$ cat src/rtl/core_pkg.sv
// ============================================================================
// Module : core_pkg
// Shared decode types and constants for the decoder and the ID/EX register.
// Rev    : 1.0
// ============================================================================
`default_nettype none

package core_pkg;

  // Field order is fixed because the decoder also uses it. regWrt is the MSB.
  typedef struct packed {
    logic       regWrt;
    logic       memWrt;
    logic       jmp;
    logic       brnch;
    logic       aluSrc;
    logic       read;
    logic [1:0] rsltSrc;
    logic [1:0] ujMux;
    logic [4:0] aluCtrl;
  } ctrl_t;

  localparam int unsigned CTRL_W = $bits(ctrl_t);

  localparam logic [6:0] OP_LUI    = 7'b0110111;
  localparam logic [6:0] OP_AUIPC  = 7'b0010111;
  localparam logic [6:0] OP_JAL    = 7'b1101111;
  localparam logic [6:0] OP_JALR   = 7'b1100111;
  localparam logic [6:0] OP_BRANCH = 7'b1100011;
  localparam logic [6:0] OP_LOAD   = 7'b0000011;
  localparam logic [6:0] OP_STORE  = 7'b0100011;
  localparam logic [6:0] OP_IMM    = 7'b0010011;
  localparam logic [6:0] OP_REG    = 7'b0110011;

  localparam logic [4:0] ALU_MUL    = 5'b01010;
  localparam logic [4:0] ALU_MULH   = 5'b01011;
  localparam logic [4:0] ALU_MULHSU = 5'b01100;
  localparam logic [4:0] ALU_MULHU  = 5'b01101;

  function automatic logic is_mul(input logic [4:0] alu_ctrl);
    return (alu_ctrl >= ALU_MUL) && (alu_ctrl <= ALU_MULHU);
  endfunction

endpackage

`default_nettype wire

$ cat src/rtl/hazard_detect.sv
// ============================================================================
// Module : hazard_detect
// Load-use comparator between the load in EX and the source registers in ID.
// Rev    : 1.0
// ============================================================================
`default_nettype none

module hazard_detect (
  input  logic       ex_valid_i,
  input  logic       ex_read_i,
  input  logic [4:0] ex_rd_i,
  input  logic       id_valid_i,
  input  logic [4:0] id_rs1_i,
  input  logic [4:0] id_rs2_i,
  output logic       load_use_o
);

  logic w_ex_load;
  logic w_src_match;

  // x0 is hard-wired zero, so a load targeting it can never be a dependency.
  assign w_ex_load   = ex_valid_i && ex_read_i && (ex_rd_i != 5'd0);
  assign w_src_match = (ex_rd_i == id_rs1_i) || (ex_rd_i == id_rs2_i);
  assign load_use_o  = w_ex_load && id_valid_i && w_src_match;

endmodule

`default_nettype wire

$ cat src/rtl/id_ex_reg.sv
// ============================================================================
// Module : id_ex_reg
// ID/EX pipeline register with load-use bubbles, flush, and an optional
// multi-cycle multiply hold enabled by the MUL_STALL_EN macro.
// Rev    : 1.0
// ============================================================================
`default_nettype none

module id_ex_reg
  import core_pkg::*;
#(
  parameter int XLEN    = 32,
  parameter int MUL_LAT = 3
) (
  input  logic            clk,
  input  logic            rst_n,
  input  logic            id_valid_i,
  input  ctrl_t           id_ctrl_i,
  input  logic [4:0]      id_rs1_i,
  input  logic [4:0]      id_rs2_i,
  input  logic [4:0]      id_rd_i,
  input  logic [XLEN-1:0] id_rd1_i,
  input  logic [XLEN-1:0] id_rd2_i,
  input  logic [XLEN-1:0] id_imm_i,
  input  logic [XLEN-1:0] id_pc_i,
  input  logic [XLEN-1:0] id_pc4_i,
  input  logic [2:0]      id_funct3_i,
  input  logic            flush_i,
  output logic            ex_valid_o,
  output ctrl_t           ex_ctrl_o,
  output logic [4:0]      ex_rs1_o,
  output logic [4:0]      ex_rs2_o,
  output logic [4:0]      ex_rd_o,
  output logic [XLEN-1:0] ex_rd1_o,
  output logic [XLEN-1:0] ex_rd2_o,
  output logic [XLEN-1:0] ex_imm_o,
  output logic [XLEN-1:0] ex_pc_o,
  output logic [XLEN-1:0] ex_pc4_o,
  output logic [2:0]      ex_funct3_o,
  output logic            stall_o,
  output logic            mul_busy_o
);

  if ((MUL_LAT < 1) || (MUL_LAT > 8)) begin : g_mul_lat_check
    $error("id_ex_reg: MUL_LAT must be within 1..8");
  end

  localparam logic [1:0] SEL_LOAD   = 2'd0;
  localparam logic [1:0] SEL_HOLD   = 2'd1;
  localparam logic [1:0] SEL_BUBBLE = 2'd2;

  logic            valid_q,  valid_d;
  ctrl_t           ctrl_q,   ctrl_d;
  logic [4:0]      rs1_q,    rs1_d;
  logic [4:0]      rs2_q,    rs2_d;
  logic [4:0]      rd_q,     rd_d;
  logic [XLEN-1:0] rd1_q,    rd1_d;
  logic [XLEN-1:0] rd2_q,    rd2_d;
  logic [XLEN-1:0] imm_q,    imm_d;
  logic [XLEN-1:0] pc_q,     pc_d;
  logic [XLEN-1:0] pc4_q,    pc4_d;
  logic [2:0]      funct3_q, funct3_d;

  logic       w_load_use;
  logic       w_mul_hold;
  logic [1:0] w_sel;

  hazard_detect u_hazard_detect (
    .ex_valid_i (valid_q),
    .ex_read_i  (ctrl_q.read),
    .ex_rd_i    (rd_q),
    .id_valid_i (id_valid_i),
    .id_rs1_i   (id_rs1_i),
    .id_rs2_i   (id_rs2_i),
    .load_use_o (w_load_use)
  );

`ifdef MUL_STALL_EN
  localparam logic [0:0] S_IDLE     = 1'b0;
  localparam logic [0:0] S_MUL_BUSY = 1'b1;
  localparam int         CNT_W      = 3;

  logic [0:0]       state_q, state_d;
  logic [CNT_W-1:0] cnt_q,   cnt_d;
  logic             w_mul_start;

  assign w_mul_hold  = (state_q == S_MUL_BUSY);
  assign w_mul_start = id_valid_i && is_mul(id_ctrl_i.aluCtrl) && (MUL_LAT > 1);

  // A multiply that just entered EX has already spent one cycle there.
  always_comb begin
    state_d = state_q;
    cnt_d   = cnt_q;
    if (flush_i) begin
      state_d = S_IDLE;
      cnt_d   = '0;
    end else if (w_mul_hold) begin
      if (cnt_q == CNT_W'(1)) begin
        state_d = S_IDLE;
        cnt_d   = '0;
      end else begin
        cnt_d = cnt_q - CNT_W'(1);
      end
    end else if (!w_load_use && w_mul_start) begin
      state_d = S_MUL_BUSY;
      cnt_d   = CNT_W'(MUL_LAT - 1);
    end
  end

  always_ff @(posedge clk or negedge rst_n) begin
    if (!rst_n) begin
      state_q <= S_IDLE;
      cnt_q   <= '0;
    end else begin
      state_q <= state_d;
      cnt_q   <= cnt_d;
    end
  end

  assign mul_busy_o = w_mul_hold;
`else
  assign w_mul_hold = 1'b0;
  assign mul_busy_o = 1'b0;
`endif

  always_comb begin
    w_sel = SEL_LOAD;
    if (flush_i) begin
      w_sel = SEL_BUBBLE;
    end else if (w_mul_hold) begin
      w_sel = SEL_HOLD;
    end else if (w_load_use) begin
      w_sel = SEL_BUBBLE;
    end
  end

  assign stall_o = !flush_i && (w_mul_hold || w_load_use);

  always_comb begin
    valid_d  = valid_q;
    ctrl_d   = ctrl_q;
    rs1_d    = rs1_q;
    rs2_d    = rs2_q;
    rd_d     = rd_q;
    rd1_d    = rd1_q;
    rd2_d    = rd2_q;
    imm_d    = imm_q;
    pc_d     = pc_q;
    pc4_d    = pc4_q;
    funct3_d = funct3_q;
    case (w_sel)
      SEL_LOAD: begin
        valid_d  = id_valid_i;
        ctrl_d   = id_ctrl_i;
        rs1_d    = id_rs1_i;
        rs2_d    = id_rs2_i;
        rd_d     = id_rd_i;
        rd1_d    = id_rd1_i;
        rd2_d    = id_rd2_i;
        imm_d    = id_imm_i;
        pc_d     = id_pc_i;
        pc4_d    = id_pc4_i;
        funct3_d = id_funct3_i;
      end
      SEL_BUBBLE: begin
        valid_d  = 1'b0;
        ctrl_d   = '0;
        rs1_d    = '0;
        rs2_d    = '0;
        rd_d     = '0;
        rd1_d    = '0;
        rd2_d    = '0;
        imm_d    = '0;
        pc_d     = '0;
        pc4_d    = '0;
        funct3_d = '0;
      end
      default: ;
    endcase
  end

  always_ff @(posedge clk or negedge rst_n) begin
    if (!rst_n) begin
      valid_q  <= 1'b0;
      ctrl_q   <= '0;
      rs1_q    <= '0;
      rs2_q    <= '0;
      rd_q     <= '0;
      rd1_q    <= '0;
      rd2_q    <= '0;
      imm_q    <= '0;
      pc_q     <= '0;
      pc4_q    <= '0;
      funct3_q <= '0;
    end else begin
      valid_q  <= valid_d;
      ctrl_q   <= ctrl_d;
      rs1_q    <= rs1_d;
      rs2_q    <= rs2_d;
      rd_q     <= rd_d;
      rd1_q    <= rd1_d;
      rd2_q    <= rd2_d;
      imm_q    <= imm_d;
      pc_q     <= pc_d;
      pc4_q    <= pc4_d;
      funct3_q <= funct3_d;
    end
  end

  assign ex_valid_o  = valid_q;
  assign ex_ctrl_o   = ctrl_q;
  assign ex_rs1_o    = rs1_q;
  assign ex_rs2_o    = rs2_q;
  assign ex_rd_o     = rd_q;
  assign ex_rd1_o    = rd1_q;
  assign ex_rd2_o    = rd2_q;
  assign ex_imm_o    = imm_q;
  assign ex_pc_o     = pc_q;
  assign ex_pc4_o    = pc4_q;
  assign ex_funct3_o = funct3_q;

endmodule

`default_nettype wire

$ cat config.mk
export PLATFORM = sky130hd
export DESIGN_NAME = id_ex_reg
export DESIGN_NICKNAME = d
export VERILOG_FILES = /design/src/rtl/core_pkg.sv /design/src/rtl/hazard_detect.sv /design/src/rtl/id_ex_reg.sv
export SDC_FILE = /design/constraint.sdc
export NUM_CORES = 1
export LEC_CHECK = 0
export BUFFER_PORTS_ARGS = -buffer_cell sky130_fd_sc_hd__clkbuf_2
export CAP_MARGIN = 0
export CORE_AREA = 2 2 155 157
export DETAILED_ROUTE_END_ITERATION = 12
export DIE_AREA = 0 0 157 159
export GPL_TIMING_DRIVEN = 0
export HOLD_SLACK_MARGIN = 0.02
export SETUP_SLACK_MARGIN = 0.1
export SLEW_MARGIN = 15
export SYNTH_ARGS = -nofsm -noshare
export SYNTH_HDL_FRONTEND = slang
export SYNTH_HIERARCHICAL = 1
export SYNTH_SLANG_ARGS = --single-unit
$ cat constraint.sdc
create_clock -name clk -period 2.7 [get_ports clk]
set_clock_uncertainty 0.1 [all_clocks]
set_input_delay 0.27 -clock clk [delete_from_list [all_inputs] [get_ports clk]]
set_output_delay 0.27 -clock clk [all_outputs]
set_load 0.05 [all_outputs]
After elaboration in Yosys (flattened, before gate mapping)
Index checks and enable logic that the tools add are counted.
- eq/ne operators: 3
- mux-type cells: 13
- reductions and logical operators: 10
- operator list (cell ; number):
    $pmux 32 s2 ; 5
    $pmux 15 s2 ; 1
    $pmux 5 s2 ; 3
    $eq 5x5->1 ; 2
    $pmux 3 s2 ; 1
    $logic_and 1x1->1 ; 5
    $reduce_bool 5->1 ; 1
    $mux 2 ; 2
    $eq 2x2->1 const B ; 1
    $logic_not 2->1 ; 1
    $pmux 1 s2 ; 1
    $reduce_bool 2->1 ; 1
    $logic_not 1->1 ; 1
    $logic_or 1x1->1 ; 1
- register bits: 194
- output and inout bits: 196

Longest topological paths before layout
Gate-level depths: netlist of the first run.
- depth in word-level cells: 8
- gate-level depth with buffers: 8
- gate-level depth less buffers: 5

Modules after synthesis
The synthesis of the first run kept the hierarchy.
- by module, submodules not included (module ; instances ; cells an instance ; area each (µm²) ; sequential area each (µm²)):
    id_ex_reg ; 1 ; 435 ; 7521.0 ; 4854.7
    hazard_detect ; 1 ; 17 ; 128.9 ; 0.0

Worst setup path after synthesis of the first run
No wires, ideal clock.
- kind: flip-flop to output port
- start: register rd_q[2] (netlist: ex_rd_o[2])
- end: output port stall_o
- data arrival time: 2.236 ns
- slack: 0.094 ns
- cell stages (with the launch flop): 8
- buffers on the path: 2
- cell sequence: dfrtp_1 > xor2_1 > nor3_1 > nand3_1 > a21oi_1 > buf_6 > buf_6 > nor2b_1
- cells in the longest elaborated chain, start to end: 5
- elaborated cells on any way between the ends: 8
- RTL lines (what ; line ; source):
    start, declared ; id_ex_reg.sv:56 ; logic [4:0] rd_q, rd_d;
    start signal, assigned ; id_ex_reg.sv:200 ; rd_q <= rd_d;
    $reduce_bool 5->1 ; hazard_detect.sv:22 ; assign w_ex_load = ex_valid_i && ex_read_i && (ex_rd_i != 5'd0);
    $logic_and 1x1->1 ; hazard_detect.sv:22 ;
    $logic_and 1x1->1 ; hazard_detect.sv:24 ; assign load_use_o = w_ex_load && id_valid_i && w_src_match;
    $logic_and 1x1->1 (*) ; hazard_detect.sv:24 ;
    net w_load_use ; id_ex_reg.sv:64 ; logic w_load_use;
    $logic_and 1x1->1 (*) ; id_ex_reg.sv:137 ; assign stall_o = !flush_i && (w_mul_hold || w_load_use);
    end, declared ; id_ex_reg.sv:40 ; output logic stall_o,
The timed path passes the listed nets; every way through them passes the cells marked *.

Worst setup path in the final report of the first run
- start: register rd_q[4] (netlist: ex_rd_o[4])
- end: output port stall_o
The elaborated chain is that of the path after synthesis.

==> run metrics, run 1 <==
RR Startpoint ex_rd_o[4]$_DFF_PN0_; sequential share of the synthesized area 63.5%; Cells after Synth between 400 and 500; Final min period 2.53 ns; Hold WC Path Type in2reg; Worst Path Max Fanout 4; initial antenna violation count 0; Req. time, crit path roughly 2.3 ns; clk buf depth 2; CP peak stage delay 0.55 ns; commonest non-fill, non-tap cell in the layout clkbuf_2; number of global-route vias before repair roughly 6800; Antenna Nets Post-Route 0; Synthesized Nets around 650; later-pin clock latency in the skew report 0.42 ns; via count 5956; Cell Rows 56; chip width around 160 um; Die ar. 25000 um2; crit end category output port; warnings from Yosys 6; vias per inst 4.28; pwr/cell area roughly 570 nW/um2; Pre-antenna DRT Iters 4; maxcap violations 0; CTS buffer count 17; WL/cell 17.1 um; fmax 395 MHz; fillers about 1900; Congestion Overflow GR 0; Setup TNS Final 0 ns; # DRC 0; clk slew on worst S/H paths roughly 0.08 ns; leakage 6.34 nW; DP HPWL between 15000 and 20000 um; H-tree levels 4; crit-path cells or4_1 > o2111ai_2 > a21oi_2 > buf_8 > nor2b_2 > clkbuf_8; synth unique cells 15; Placeable Area 23200 um2; Max Slew Vio Count 0; fin util 54.6%; root buffer cell clkbuf_16; Initial Util approximately 33%; Final setup viols 0; Die Ht roughly 160 um; GRT Total Usage 19.1%; critical path startpoint category flip-flop; port buffer count 390; routed wire length 23900 um; top cell type's share of synthesized area 63.5%; Worst EP arrival 2.16 ns; worst vdd ir 0.331 mV; launch point of the worst path ex_rd_o[4]$_DFF_PN0_; Syn Std Cell Area 7650 um2; Mean Syn Cell Area 16.9 um2; CTS tree done; outcome finished, final reports clean; critical path's slowest cell or4_1; I/O pins 393; Tcrit/Tclk final roughly 94%; first-pass GRT wire length about 36000 um; Synth area leader dfrtp_1; Crit Path Category reg2out; final hold viol count 0; top cells by area, synth dfrtp_1 63%, nor3b_2 25%, buf_6 5.2%, nor3b_1 4.3%, xor2_1 0.69%; P&R area growth vs syn 65.6%; Seq cells post-synth 194; Antenna diodes 0; commonest non-fill, non-tap cells in the layout 388 x clkbuf_2, 193 x dfrtp_1, 193 x dlygate4sd3_1; DRT iter0 DRCs roughly 200; RSZ-0062 raised after global routing false; Placer Congestion 0.781; layout cells sized above 1 58.4%; Hold Startpoint id_rd2_i[26]; CTS Sinks 194; largest net degree at the start of global routing 91; layout net count 1258
kinds of logic (layout without fill, tap and decap cells):
logic type | Yosys count | in the layout | share of synthesized area, %
buffers and inverters | 45 | 667 | 5.87
other | 1 | 1 | 0.0490
flip-flops | 194 | 194 | 63.5
AND/OR/NAND/NOR | 200 | 200 | 29.3
AO/OA/AOI/OAI | 2 | 2 | 0.180
XOR/XNOR | 10 | 10 | 1.14
area by class of cell:
class | count | area, um2 | share of cell area, %
clock buffer | 19 | 443 | 3.50
timing repair buffer | 591 | 4000 | 31.6
clock inverter | 13 | 166 | 1.31
buffer | 44 | 442 | 3.49
sequential | 194 | 4860 | 38.3
multi-input combinational | 213 | 2360 | 18.6
tap | 319 | 399 | 3.15
path summary, 6_finish.rpt:
kind                                            end  slack, ns  cells after the start
max in group asynchronous     ex_rd1_o[1]$_DFF_PN0_       1.58                      3
hold / removal               ex_rd2_o[26]$_DFF_PN0_       0.05                      2
hold reg to reg               ex_rs1_o[4]$_DFF_PN0_       0.97                      5
setup reg to reg           ex_funct3_o[1]$_DFF_PN0_       0.33                      7
setup / recovery                            stall_o       0.17                      6
min in group asynchronous     ex_rs1_o[4]$_DFF_PN0_       0.20                      2
critical path: cells and delay by family (launching register included):
kind | cells | cell delay [ns]
flip-flops | 1 | 0.44
AND/OR/NAND/NOR | 2 | 0.69
buffers and inverters | 2 | 0.30
AO/OA/AOI/OAI | 2 | 0.30
report_power, final:
part | switching (mW) | internal [mW]
Clock | 1.25 | 1.36
Combinational | 0.909 | 0.547
Sequential | 0.0491 | 3.05
Yosys cell counts:
| cell | count |
|---|---|
| buf_2 | 8 |
| buf_6 | 35 |
| nand3_1 | 2 |
| xor2_1 | 6 |
| or4_1 | 1 |
| a21oi_1 | 1 |
| nor3_1 | 2 |
| conb_1 | 1 |
| xnor2_1 | 4 |
| nor3b_1 | 44 |
| o2111ai_1 | 1 |
| buf_4 | 2 |
| nor3b_2 | 150 |
| dfrtp_1 | 194 |
| nor2b_1 | 1 |
stage by stage:
step	hold slack, ns	setup slack, ns	area (um2)	instances	total power [mW]
after floorplan	-0.126	0.345	7650	452	3.94
after global placement	0.413	-2.53	10000	1161	4.36
after detailed placement	0.0515	0.386	10100	1163	4.37
after CTS	0.0256	0.108	12600	1389	7.25
after global routing	0.0219	0.113	12700	1393	7.46
final	0.0533	0.169	12700	1393	7.16
sequential cells by signal, summed over array words and instances, names as in the netlist:
signal	count
ex_ctrl_o	15
ex_funct3_o	3
ex_imm_o	32
ex_pc4_o	32
ex_pc_o	32
ex_rd1_o	32
ex_rd2_o	32
ex_rd_o	5
ex_rs1_o	5
ex_rs2_o	5
ex_valid_o	1
per-layer routing:
metal / vias up / part of all wire [%] / global-route usage, %
met5: - / 0 / 0
met4: 0 / 2.4 / 6.59
met3: 33 / 7.1 / 5.91
met2: 274 / 53 / 35.1
met1: 2893 / 37 / 20.4
li1: 2756 / - / -
timing repair:
item,CTS,global route
pin swaps,1,1
endpoints found under the setup margin,1,1
resized for setup,5,1
setup buffers,3,3
endpoints found under the hold margin,385,1
hold buffers,192,1
(Power assumes the default switching activity.)
==> run 2: changes to the inputs <==
- GPL_TIMING_DRIVEN: 0 -> 1
==> run metrics, run 2 (synthesis results as in run 1) <==
outcome finished, final reports clean; Antenna diodes 0; Die Ht 159 um; maxcap violations 0; # DRC 0; Die ar. between 20000 and 25000 um2; FF/Latch Area a little under 5000 um2; Placer Congestion approximately 0.8; commonest non-fill, non-tap cell in the layout clkbuf_2; leakage just over 6 nW; Crit Path Category reg2out; pre-CTS WS a little under 0.6 ns; area occupied by multi-input gates 2360 um2; pwr/cell area 572 nW/um2; RR Startpoint ex_rd_o[3]$_DFF_PN0_; via count 5782; Initial Util 33.0%; WL/cell 16.8 um; fmax around 400 MHz; number of global-route vias before repair 6339; fillers 1967; CTS buffer count 17; Antenna Nets Post-Route 0; H-tree levels 4; RSZ-0062 raised after global routing false; layout cells sized above 1 roughly 57%; Tcrit/Tclk final 92.9%; chip width 157 um; GRT Total Usage 17.9%; Req. time, crit path about 2.3 ns; CTS Sinks 194; first-pass GRT wire length 34600 um; commonest non-fill, non-tap cells in the layout 388 x clkbuf_2, 194 x dfrtp_1, 194 x dlygate4sd3_1; DRT iter0 DRCs about 180; CTS tree done; Rel. slew slack about 57%; worst vdd ir about 0.34 mV; Setup TNS Final 0 ns; I/O pins around 400; Placeable Area 23200 um2; largest net degree at the start of global routing 72; Hold WC Path Type in2reg; Worst Setup Slack, final 0.191 ns; Least-Margin Pin Slew 0.644 ns; later-pin clock latency in the skew report around 0.43 ns; initial antenna violation count 0; P&R area growth vs syn 61.2%; launch point of the worst path ex_rd_o[3]$_DFF_PN0_; Congestion Overflow GR 0; clk buf depth 2; Worst EP arrival 2.14 ns; DP HPWL 15000 um; Hold Startpoint id_rs1_i[0]; crit end category output port; layout net count around 1200; setup slack, reg-to-reg 0.50 ns; Cell Rows 56; vias per inst 4.25; port buffer count 391; root buffer cell clkbuf_16; critical path startpoint category flip-flop; Final setup viols 0; Max Slew Vio Count 0; clk slew on worst S/H paths 0.08 ns; routed wire length roughly 23000 um; Pre-antenna DRT Iters 4; Worst Path Max Fanout 4; Final min period ~2.5 ns; final hold viol count 0
## run 2: final cells by class
class	count	area share (%)
Timing Repair Buffer	602	33.4
Multi-Input combinational cell	213	19.1
Sequential cell	194	39.4
Tap cell	319	3.24
Clock buffer	18	3.56
Clock inverter	14	1.26
## run 2: path summary, 6_finish.rpt
path	to	cells past startpoint
hold / removal	ex_rs1_o[0]$_DFF_PN0_	2
setup reg to reg	ex_imm_o[9]$_DFF_PN0_	6
hold reg to reg	ex_ctrl_o[12]$_DFF_PN0_	4
max in group asynchronous	ex_pc4_o[18]$_DFF_PN0_	3
min in group asynchronous	ex_rd1_o[26]$_DFF_PN0_	2
setup / recovery	stall_o	5
## run 2: metrics by stage
| step | hold slack (ns) | total power [mW] | cells | util, % | cell area (um2) |
|---|---|---|---|---|---|
| floorplan | -0.126 | 3.94 | 452 | - | 7650 |
| global placement | 0.243 | 4.34 | 1132 | 42.2 | 9780 |
| detailed placement | 0.246 | 4.35 | 1132 | 42.2 | 9780 |
| CTS | 0.0338 | 7.16 | 1358 | 53.1 | 12300 |
| global route | 0.0318 | 7.35 | 1360 | 53.2 | 12300 |
| finish | 0.0606 | 7.06 | 1360 | 53.2 | 12300 |
## run 2: what timing repair did
item / 4_1_cts / 5_1_grt
setup buffers: 0 / 2
hold buffers: 194 / 0
gates resized for setup: 0 / 2
endpoints found under the hold margin: 258 / 0
setup endpoints to repair: 0 / 1
## run 2: per-layer routing
layer / vias up / track usage, % / share of wire (%)
li1: 2684 / - / -
met1: 2818 / 20.8 / 40
met2: 257 / 32.1 / 51
met3: 23 / 5.17 / 6.7
met4: 0 / 4.80 / 1.7
met5: - / 0 / 0
## run 2: critical path: stages, from the launching register on
cell	delay, ns
dfrtp_1	0.42
or4_1	0.53
o2111ai_1	0.28
a21oi_4	0.08
nor2b_2	0.16
clkbuf_4	0.23
## run 2: report_power, final
group	switching, mW	internal (mW)
registers	0.0485	3.05
clock network	1.26	1.28
logic	0.897	0.526
total	2.20	4.85
==> run 3: changes to the inputs <==
- RECOVER_POWER: default -> 50
==> run metrics, run 3 (synthesis results as in run 1) <==
Worst R2R Path Depth 6; Cell Rows 56; crit-path cells or4_1 > o2111ai_1 > a21oi_4 > nor2b_2 > clkbuf_4; H-tree levels 4; fin util 52.6%; vias per inst about 4.2; Max Slew Vio Count 70; Hold WC Path Type in2reg; critical path's slowest cell or4_1; initial antenna violation count 0; layout net count ~1200; via count slightly below 6000; leakage 5.82 nW; Rel. slew slack -27.1%; Placeable Area 23200 um2; worst vdd ir 0.337 mV; violated checks capacitance limit, slew limit; Crit Path Category reg2out; Req. time, crit path 2.33 ns; Antenna Nets Post-Route 0; Pre-antenna DRT Iters 4; Int Pwr slightly below 5 mW; maxcap violations 1; Placer Congestion between 0.8 and 0.9; crit end category output port; Initial Util between 30 and 40%; DRT iter0 DRCs 201; root buffer cell clkbuf_16; I/O pins between 300 and 400; Final min period 2.51 ns; WL/cell 16.8 um; critical path startpoint category flip-flop; net switching power 2.20 mW; largest net degree at the start of global routing just over 70; RSZ-0062 raised after global routing false; Congestion Overflow GR 0; Least-Margin Pin Slew 1.91 ns; final hold viol count 0; outcome finished with violations; Switching Fraction 31.3%; GRT Total Usage 17.9%; Worst EP arrival 2.14 ns; pwr/cell area about 580 nW/um2; Setup TNS Final 0 ns; fmax between 300 and 400 MHz; Clk network pwr share a little over a third; first-pass GRT wire length 34600 um; CP peak stage delay approximately 0.53 ns; commonest non-fill, non-tap cells in the layout 295 x clkbuf_2, 194 x dfrtp_1, 194 x dlygate4sd3_1; Die Ht 159 um; P&R area growth vs syn 59.4%; CTS buffer count 17; Die ar. between 20000 and 25000 um2; CTS tree done; # DRC 0; clk buf depth 2; DP HPWL between 15000 and 20000 um; routed wire length 22900 um; Worst Path Max Fanout 4; sequential share of power between 40 and 50%; chip width between 150 and 200 um; Antenna diodes 0; Tcrit/Tclk final 92.8%; commonest non-fill, non-tap cell in the layout clkbuf_2; Hold Path Depth 2; number of global-route vias before repair 6339; Combinational Power Share 19.9%; later-pin clock latency in the skew report 0.43 ns; layout cells sized above 1 47.6%; clk slew on worst S/H paths roughly 0.080 ns; CTS Sinks 194; Final setup viols 0; port buffer count 391
run 3: cell count changes in the layout (fill, tap and decap cells not counted):
cell,change
buf_4,-3
clkbuf_1,+97
clkbuf_2,-93
clkbuf_8,-1
run 3: stage by stage:
| stage | std cells | total power, mW | setup slack [ns] | hold slack (ns) | area (um2) |
|---|---|---|---|---|---|
| 2_1_floorplan | 452 | 3.94 | 0.345 | -0.126 | 7650 |
| 3_3_place_gp | 1132 | 4.34 | 0.597 | 0.243 | 9780 |
| 3_5_place_dp | 1132 | 4.35 | 0.583 | 0.246 | 9780 |
| 4_1_cts | 1358 | 7.16 | 0.103 | 0.0338 | 12300 |
| 5_1_grt | 1360 | 7.33 | 0.105 | 0.0318 | 12200 |
| 6_report | 1360 | 7.03 | 0.194 | 0.0604 | 12200 |
run 3: final timing paths:
| path | startpoint | slack (ns) | endpoint |
|---|---|---|---|
| max | ex_rd_o[3]$_DFF_PN0_ | 0.19 | stall_o |
| max reg2reg | ex_rd_o[3]$_DFF_PN0_ | 0.49 | ex_imm_o[9]$_DFF_PN0_ |
| min in group asynchronous | rst_n | 0.81 | ex_rd1_o[26]$_DFF_PN0_ |
| max in group asynchronous | rst_n | 0.48 | ex_rd1_o[8]$_DFF_PN0_ |
| min reg2reg | ex_valid_o$_DFF_PN0_ | 0.94 | ex_ctrl_o[12]$_DFF_PN0_ |
| min | id_rs1_i[0] | 0.06 | ex_rs1_o[0]$_DFF_PN0_ |
run 3: final cells by class:
class	instances	area [um2]
fillers	2010	11000
flip-flops and latches	194	4850
repair buffers	602	3990
multi-input cells	213	2360
clock buffers	18	439
well taps	319	399
clock inverters	14	155
run 3: layer usage:
layer,share of wire (%),track usage [%],wire length (um)
met1,40,20.8,9230
met2,51,32.1,11700
met3,6.6,5.17,1520
met4,1.7,4.80,381
met5,0,0,0
run 3: timing repair:
action,in CTS,in global routing
hold buffers,194,0
endpoints found under the hold margin,258,0
setup endpoints to repair,0,1
setup buffers,0,2
resized for setup,0,2
run 3: worst max-delay path, delay by kind of cell, from the launching register on:
kind                   cells  cell delay (ns)
AOI/OAI and AO/OA          2             0.36
and+or+nand+nor            2             0.69
DFF                        1             0.42
buffers and inverters      1             0.23
run 3: power groups by stage:
stage / sequential [mW] / clock, mW / combinational (mW)
global route: 3.11 / 2.74 / 1.48
detailed placement: 3.16 / 0 / 1.19
floorplan: 3.70 / 0 / 0.247
finish: 3.10 / 2.53 / 1.40
CTS: 3.10 / 2.64 / 1.43
global placement: 3.15 / 0 / 1.19
